`src/rtl/debounce_pkg.sv`:
```
// Shared types and default timing values for the pushbutton debouncer.
// Latency: none (types and constants only).
// Backpressure: none.
package debounce_pkg;

  // Per-channel debounce state. REPEATING is only reached in builds
  // with auto-repeat enabled.
  typedef enum logic [1:0] {
    RELEASED  = 2'd0,
    PRESSED   = 2'd1,
    REPEATING = 2'd2
  } btn_state_t;

  // Consecutive identical strobe samples needed to change level (7.5 ms at 2.5 ms/strobe).
  localparam int STABLE_SAMPLES_DEF = 3;
  // Strobes held before the first auto-repeat pulse (500 ms).
  localparam int REPEAT_DELAY_DEF   = 200;
  // Strobes between later auto-repeat pulses (100 ms).
  localparam int REPEAT_RATE_DEF    = 40;

endpackage

```
`src/rtl/debounce_channel.sv`:
```
// One debounced button: 2-FF synchroniser, strobe-sampled shift reg, state machine,
// optional auto-repeat (BTN_DEBOUNCE_REPEAT_EN). Latency: level/pulses 1 cycle after
// the completing strobe. Backpressure: none; pulses are fire-and-forget.
module debounce_channel
  import debounce_pkg::*;
#(
  parameter int STABLE_SAMPLES = STABLE_SAMPLES_DEF
`ifdef BTN_DEBOUNCE_REPEAT_EN
  , parameter int REPEAT_DELAY = REPEAT_DELAY_DEF
  , parameter int REPEAT_RATE  = REPEAT_RATE_DEF
`endif
) (
  input  logic Clk_100M,
  input  logic rst_n,
  input  logic slow_clk_en,
  input  logic btn_raw,
  output logic btn_level,
  output logic btn_press,
  output logic btn_release,
  output logic btn_repeat
);

  logic [1:0]                sync_q;
  logic [STABLE_SAMPLES-1:0] shreg_q;
  logic                      all_ones;
  logic                      all_zeros;
  btn_state_t                state_q;

  assign all_ones  = &shreg_q;
  assign all_zeros = ~|shreg_q;

  // Bring the asynchronous button onto Clk_100M.
  always_ff @(posedge Clk_100M or negedge rst_n) begin
    if (!rst_n) sync_q <= '0;
    else        sync_q <= {sync_q[0], btn_raw};
  end

  // Shift in one synchronised sample per strobe; idle between strobes.
  always_ff @(posedge Clk_100M or negedge rst_n) begin
    if (!rst_n)           shreg_q <= '0;
    else if (slow_clk_en) shreg_q <= {shreg_q[STABLE_SAMPLES-2:0], sync_q[1]};
  end

`ifdef BTN_DEBOUNCE_REPEAT_EN
  localparam int CNT_W = $clog2(REPEAT_DELAY + 1);
  logic [CNT_W-1:0] rep_cnt_q;
  logic             repeat_q;

  // Level/press/release/repeat state machine with saturating strobe counter.
  always_ff @(posedge Clk_100M or negedge rst_n) begin
    if (!rst_n) begin
      state_q     <= RELEASED;
      btn_level   <= 1'b0;
      btn_press   <= 1'b0;
      btn_release <= 1'b0;
      repeat_q    <= 1'b0;
      rep_cnt_q   <= '0;
    end else begin
      btn_press   <= 1'b0;
      btn_release <= 1'b0;
      repeat_q    <= 1'b0;
      case (state_q)
        RELEASED: begin
          if (all_ones) begin
            state_q   <= PRESSED;
            btn_level <= 1'b1;
            btn_press <= 1'b1;
            rep_cnt_q <= '0;
          end
        end
        default: begin
          if (all_zeros) begin
            state_q     <= RELEASED;
            btn_level   <= 1'b0;
            btn_release <= 1'b1;
            rep_cnt_q   <= '0;
          end else if ((state_q == PRESSED && rep_cnt_q == CNT_W'(REPEAT_DELAY)) ||
                       (state_q == REPEATING && rep_cnt_q == CNT_W'(REPEAT_RATE))) begin
            // Restart the interval; a strobe landing this same cycle still counts.
            state_q   <= REPEATING;
            repeat_q  <= 1'b1;
            rep_cnt_q <= {{(CNT_W-1){1'b0}}, slow_clk_en};
          end else if (slow_clk_en && rep_cnt_q != {CNT_W{1'b1}}) begin
            rep_cnt_q <= rep_cnt_q + CNT_W'(1);
          end
        end
      endcase
    end
  end

  assign btn_repeat = repeat_q;
`else
  // Level/press/release state machine (no auto-repeat in this build).
  always_ff @(posedge Clk_100M or negedge rst_n) begin
    if (!rst_n) begin
      state_q     <= RELEASED;
      btn_level   <= 1'b0;
      btn_press   <= 1'b0;
      btn_release <= 1'b0;
    end else begin
      btn_press   <= 1'b0;
      btn_release <= 1'b0;
      case (state_q)
        RELEASED: begin
          if (all_ones) begin
            state_q   <= PRESSED;
            btn_level <= 1'b1;
            btn_press <= 1'b1;
          end
        end
        default: begin
          if (all_zeros) begin
            state_q     <= RELEASED;
            btn_level   <= 1'b0;
            btn_release <= 1'b1;
          end
        end
      endcase
    end
  end

  assign btn_repeat = 1'b0;
`endif

endmodule

```
`src/rtl/button_debouncer.sv`:
```
// N_BTN independent debouncers sharing one slow strobe; auto-repeat via BTN_DEBOUNCE_REPEAT_EN.
// Latency: 2-cycle sync + STABLE_SAMPLES strobes, outputs 1 cycle after completing strobe.
// Backpressure: none; pulses are single-cycle and not held.
module button_debouncer
  import debounce_pkg::*;
#(
  parameter int N_BTN          = 4,
  parameter int STABLE_SAMPLES = STABLE_SAMPLES_DEF
`ifdef BTN_DEBOUNCE_REPEAT_EN
  , parameter int REPEAT_DELAY = REPEAT_DELAY_DEF
  , parameter int REPEAT_RATE  = REPEAT_RATE_DEF
`endif
) (
  input  logic             Clk_100M,
  input  logic             rst_n,
  input  logic             slow_clk_en,
  input  logic [N_BTN-1:0] btn_raw,
  output logic [N_BTN-1:0] btn_level,
  output logic [N_BTN-1:0] btn_press,
  output logic [N_BTN-1:0] btn_release,
  output logic [N_BTN-1:0] btn_repeat
);

  logic [1:0] rst_sync_q;
  logic       rst_sync_n;

  // Reset asserts immediately but releases synchronously to Clk_100M.
  always_ff @(posedge Clk_100M or negedge rst_n) begin
    if (!rst_n) rst_sync_q <= '0;
    else        rst_sync_q <= {rst_sync_q[0], 1'b1};
  end

  assign rst_sync_n = rst_sync_q[1];

  for (genvar i = 0; i < N_BTN; i++) begin : g_ch
    debounce_channel #(
      .STABLE_SAMPLES (STABLE_SAMPLES)
`ifdef BTN_DEBOUNCE_REPEAT_EN
      , .REPEAT_DELAY (REPEAT_DELAY)
      , .REPEAT_RATE  (REPEAT_RATE)
`endif
    ) u_ch (
      .Clk_100M    (Clk_100M),
      .rst_n       (rst_sync_n),
      .slow_clk_en (slow_clk_en),
      .btn_raw     (btn_raw[i]),
      .btn_level   (btn_level[i]),
      .btn_press   (btn_press[i]),
      .btn_release (btn_release[i]),
      .btn_repeat  (btn_repeat[i])
    );
  end

endmodule

```
`config.mk`:
```
export PLATFORM = sky130hd
export DESIGN_NAME = button_debouncer
export DESIGN_NICKNAME = d
export VERILOG_FILES = /design/src/rtl/debounce_pkg.sv /design/src/rtl/debounce_channel.sv /design/src/rtl/button_debouncer.sv
export SDC_FILE = /design/constraint.sdc
export NUM_CORES = 1
export LEC_CHECK = 0
export BUFFER_PORTS_ARGS = -buffer_cell sky130_fd_sc_hd__buf_4
export CAP_MARGIN = 10
export CORE_MARGIN = 4
export CORE_UTILIZATION = 50
export CTS_CLUSTER_DIAMETER = 150
export DETAILED_ROUTE_END_ITERATION = 10
export PLACE_DENSITY = 0.73
export REMOVE_ABC_BUFFERS = 1
export SYNTH_ARGS = -nofsm -noshare
export SYNTH_HDL_FRONTEND = slang
export SYNTH_SLANG_ARGS = --single-unit
```
`constraint.sdc`:
```
create_clock -name Clk_100M -period 1.3 [get_ports Clk_100M]
set_input_delay 0.195 -clock Clk_100M [delete_from_list [all_inputs] [get_ports Clk_100M]]
set_output_delay 0.195 -clock Clk_100M [all_outputs]
set_load 0.1 [all_outputs]
```
* Word-level counts from Yosys, hierarchy flattened
Cells that the tools add are included.
Widths: inputs -> output; s select.
** Word-level totals
- Register bits :: 42
- Input port bits :: 7
- Output and inout port bits :: 16
- Logic and storage cells :: 89
** Operators by class
- Eq/ne operators :: 8
- Muxes and demuxes :: 40
- Reductions and logical operators :: 16
** Operators by type and width (number)
- $mux 1 :: 28
- $mux 2 :: 12
- $reduce_and 3->1 :: 4
- $reduce_or 3->1 :: 4
- $logic_not 2->1 :: 4
- $ne 2x1->1 const B :: 4
- $ne 2x2->1 const B :: 4
- $reduce_and 2->1 :: 4

* Longest topological paths before layout
- Word-level depth :: 3
- Mapped depth :: 4
- Depth with buffers taken out :: 2

* Cells and area by module
From an unflattened synthesis, not the netlist that was laid out.
** Second synthesis, totals
- Cell total of the unflattened synthesis :: 87
- Area, all modules :: 1194.9 um^2
** By module, submodules not included
- debounce_channel :: instances 4, cells each 21, area an instance 285.3 um^2, seq. area each 200.2 um^2
- button_debouncer :: instances 1, cells each 3, area an instance 53.8 um^2, seq. area each 50.0 um^2

* Least setup slack after synthesis
Ideal clock, no wire load.
- Kind :: flip-flop to output port
- Start :: reg g_ch[0].u_ch.state_q[0] (netlist name)
- End :: out btn_level[0]
- Data arrival time :: 0.655 ns
- Required time :: 1.105 ns
- Slack :: 0.450 ns
- Stages on the path, launching flop included :: 2
- Path buffers :: 1
- Cells stage by stage :: dfrtp_1 > buf_4
** RTL lines
- end: declaration :: line button_debouncer.sv:18 : output logic [N_BTN-1:0] btn_level,

* Worst setup path after layout
- Start :: reg g_ch[2].u_ch.btn_level
- End :: out btn_level[2]
** RTL lines
- start: declaration :: line debounce_channel.sv:17 : output logic btn_level,
- start signal: assignment :: line debounce_channel.sv:97 : btn_level <= 1'b0;
- start signal: assignment :: line debounce_channel.sv:107 : btn_level <= 1'b1;
- start signal: assignment :: line debounce_channel.sv:114 : btn_level <= 1'b0;
No word-level cell between the ends.

==> key figures <==
Global route
  • Maximum number of pins on one net before global-route repair: 25
  • Number of antenna violations at the first check in global routing: 0
  • First-pass GRT wire length: ~3.0 mm
  • Total gr overflow: 0
  • GRT Overall Usage: between 10% and 20%
  • Number of global-route vias before repair: 694

Pwr
  • Sw frac: a little over two fifths
  • Part of the power in the clock network: 17.2%
  • Total net switching power: approximately 1300 µW
  • Total power per unit cell area: between 2000 and 2500 nW/µm²
  • Leakage component of the power: around 0.0007 µW
  • Worst IR Drop VDD: roughly 1500 µV
  • Internal power: ~1700 µW
  • Relative contribution of sequential cells to total power: a little under half
  • Part of the power in combinational logic: 37.1%

Yosys
  • Leading post-synthesis cells by cell area: sky130_fd_sc_hd__dfrtp_1 66%, sky130_fd_sc_hd__buf_4 9.4%, sky130_fd_sc_hd__mux2_2 5.3%, sky130_fd_sc_hd__o21ai_0 4.7%, sky130_fd_sc_hd__nor4b_1 2.7%
  • Cell area after technology mapping: 1282 µm²
  • Area fraction of the dominant cell type after synthesis: between 60 and 70%
  • Sequential fraction of the synthesis area: between 60% and 70%
  • Number of standard cells after synthesis: 98
  • Count of yosys warnings during synthesis: 0
  • Number of storage elements in the synthesis netlist: 34
  • Per-instance average area after synthesis: about 13 µm²
  • Yosys top cell by area: sky130_fd_sc_hd__dfrtp_1
  • Number of unique standard cell types used by synthesis: 13

Place
  • Minimum setup slack after placement: between 0.4 and 0.5 ns
  • Dpl hpwl: between 1 and 1.5 mm
  • Number of buffer cells added on primary ports: 18
  • Placer Congestion: around 0.79
  • Count of placed standard cells including taps: 132

Clock tree
  • Post-CTS setup repair buffer count: 0
  • Number of clock sinks seen by CTS: 34
  • Clock Path Buffers: 2
  • Source-to-sink clock delay at the later pin of the worst-skew pair: roughly 0.32 ns
  • CTS root buf: sky130_fd_sc_hd__clkbuf_4
  • CTS H-tree depth: 2
  • TritonCTS buffer count: 5
  • Clock-pin slew reported for the worst setup and hold paths after clock tree synthesis: roughly 0.1 ns
  • CTS tree: built

Floorplanning
  • Floorplan Core Area: 2455 µm²
  • Die area: roughly 3400 µm²
  • Number of top-level design ports: 23
  • Die Span X: 58.65 µm
  • Die Y: between 50 and 60 µm
  • Initial Util: 52.24%
  • Number of standard-cell rows in the floorplan: 18

Timing
  • RSZ-0062 raised after global routing: no
  • Worst clock skew on the final layout: between 0.006 and 0.007 ns
  • Post-layout worst setup margin: about 0.1 ns
  • Final-report max-slew violation count: 0
  • Final period util: ~90%
  • Minimum clock period: approximately 1.2 ns
  • Endpoints failing setup: 0
  • Setup TNS: 0 ns
  • Number of hold-slack violations in the final timing report: 0
  • Achievable clock frequency: between 800 and 900 MHz

Cells and area
  • Area overhead of the layout relative to synthesis: 13.27%
  • Number of standard cells in the final layout excluding fillers: 144
  • Net count, final: around 120
  • Fin util: around 59%
  • Commonest non-fill, non-tap cell in the layout: sky130_fd_sc_hd__dfrtp_1
  • Leading cell types in the layout, fill and taps excluded: 34 x sky130_fd_sc_hd__dfrtp_1, 14 x sky130_fd_sc_hd__buf_4, 12 x sky130_fd_sc_hd__o21ai_0
  • Antenna diode count: 0
  • Share of cells above drive strength 1: approximately 30%

Run
  • Max-cap viol count: 0

Routing
  • Total detailed-routing wirelength: 1.661 mm
  • Detailed-route wire length per cell: around 12 µm
  • Remaining design rule violation count: 0
  • Drt first-iter violations: 19
  • Post-DRT Antenna Nets: 0
  • Via count: between 600 and 700
  • Detail-routed via count per cell: just under 5
  • First-pass detailed-route iteration total: 4

Worst setup path
  • Buffering stage count on the worst path with inverters included: 1
  • Critical Path RT: 1.11 ns
  • Worst Path Max Fanout: 5
  • Crit. End Element: primary output
  • Slowest cell on the critical path: sky130_fd_sc_hd__dfrtp_1
  • Largest delay share family, worst path: flip-flops
  • Worst Setup Path Type: reg -> out
  • Category of the worst setup path launch point: flop
  • Sequence of cells on the critical path: buf_6
  • Crit path DAT: 1.01 ns
  • Stage delay of the slowest cell on the critical path: roughly 0.44 ns

Run status
  • Result of the run: finished clean

Min path
  • Path class of the lowest-slack min-delay path: reg -> async
## metrics by stage
stage                     total power [µW]  instance area, µm²  hold slack, ns
after global placement                2391                1340        -0.02214
after CTS                             2947                1438          0.1616
final                                 2969                1453          0.1547
after global routing                  3128                1453          0.1675
after detailed placement              2422                1340        -0.02154
after floorplan                       2183                1147         -0.1006
## state kept, by name, summed over array words and instances, names as in the netlist
name and flops:
g_ch.u_ch.btn_press 4, g_ch.u_ch.btn_level 2, g_ch.u_ch.sync_q 8, g_ch.u_ch.btn_release 4, g_ch.u_ch.state_q 2, rst_sync_q 2, g_ch.u_ch.shreg_q 12
## layer usage
layer	vias to the layer above	GRT usage, %	wire [µm]	part of all wire, %
met2	21	17.54	792	48
met1	331	15.23	748	45
met3	5	5.921	95	5.7
li1	339	-	-	-
met5	-	0	0	0
met4	0	5.825	24	1.4
## cell families (layout without fill, tap and decap cells)
kind of cell / after synthesis / in the layout / share of synthesized area (%)
other: 2 / 5 / 0.5856
buffers and inverters: 22 / 35 / 12.58
AND/OR/NAND/NOR: 16 / 16 / 6.634
AO/OA/AOI/OAI: 16 / 16 / 6.244
flip-flops: 34 / 34 / 66.34
multiplexers: 8 / 8 / 7.609
## worst paths after layout
check / end / cells after the start / start / slack (ns)
max: btn_level[2] / 1 / g_ch[2].u_ch.btn_level$_DFFE_PN0P_ / 0.1
min: g_ch[2].u_ch.shreg_q[1]$_DFFE_PN0P_ / 0 / rst_sync_q[1]$_DFF_PN0_ / 0.15
max reg2reg: g_ch[1].u_ch.btn_release$_DFF_PN0_ / 1 / g_ch[1].u_ch.shreg_q[0]$_DFFE_PN0P_ / 0.44
min reg2reg: g_ch[2].u_ch.shreg_q[1]$_DFFE_PN0P_ / 0 / rst_sync_q[1]$_DFF_PN0_ / 0.15
max in group asynchronous: g_ch[3].u_ch.shreg_q[1]$_DFFE_PN0P_ / 1 / rst_sync_q[1]$_DFF_PN0_ / 0.70
min in group Clk_100M: g_ch[0].u_ch.shreg_q[2]$_DFFE_PN0P_ / 2 / slow_clk_en / 0.20
## Yosys cell counts
cell type	number
sky130_fd_sc_hd__o21ai_0	12
sky130_fd_sc_hd__mux2_2	6
sky130_fd_sc_hd__a21oi_1	4
sky130_fd_sc_hd__nor3_1	4
sky130_fd_sc_hd__inv_1	4
sky130_fd_sc_hd__conb_1	2
sky130_fd_sc_hd__buf_6	1
sky130_fd_sc_hd__dfrtp_1	34
sky130_fd_sc_hd__nor4b_1	4
sky130_fd_sc_hd__buf_4	16
sky130_fd_sc_hd__buf_8	1
sky130_fd_sc_hd__mux2_4	2
sky130_fd_sc_hd__nand2_1	8
## area by class of cell
class,count,area [µm²]
Tap cell,30,37.54
Timing Repair Buffer,24,220.2
Clock inverter,2,10.01
Multi-Input combinational cell,45,281.5
Sequential cell,34,850.8
Inverter,4,15.01
Clock buffer,5,37.54
Fill cell,195,1002
## power by group through the flow
stage	registers, µW	logic (µW)	clock network (µW)
detailed placement	1370	1060	0
finish	1360	1100	511
CTS	1340	1070	534
floorplan	1980	202	0
global placement	1350	1040	0
global route	1390	1150	588
## timing repair
action	CTS	global route
hold endpoints to repair	6	0
hold buffers	5	0
resized for setup	0	4
endpoints found under the setup margin	0	4
Note: power is estimated with default switching activity, not from simulation.
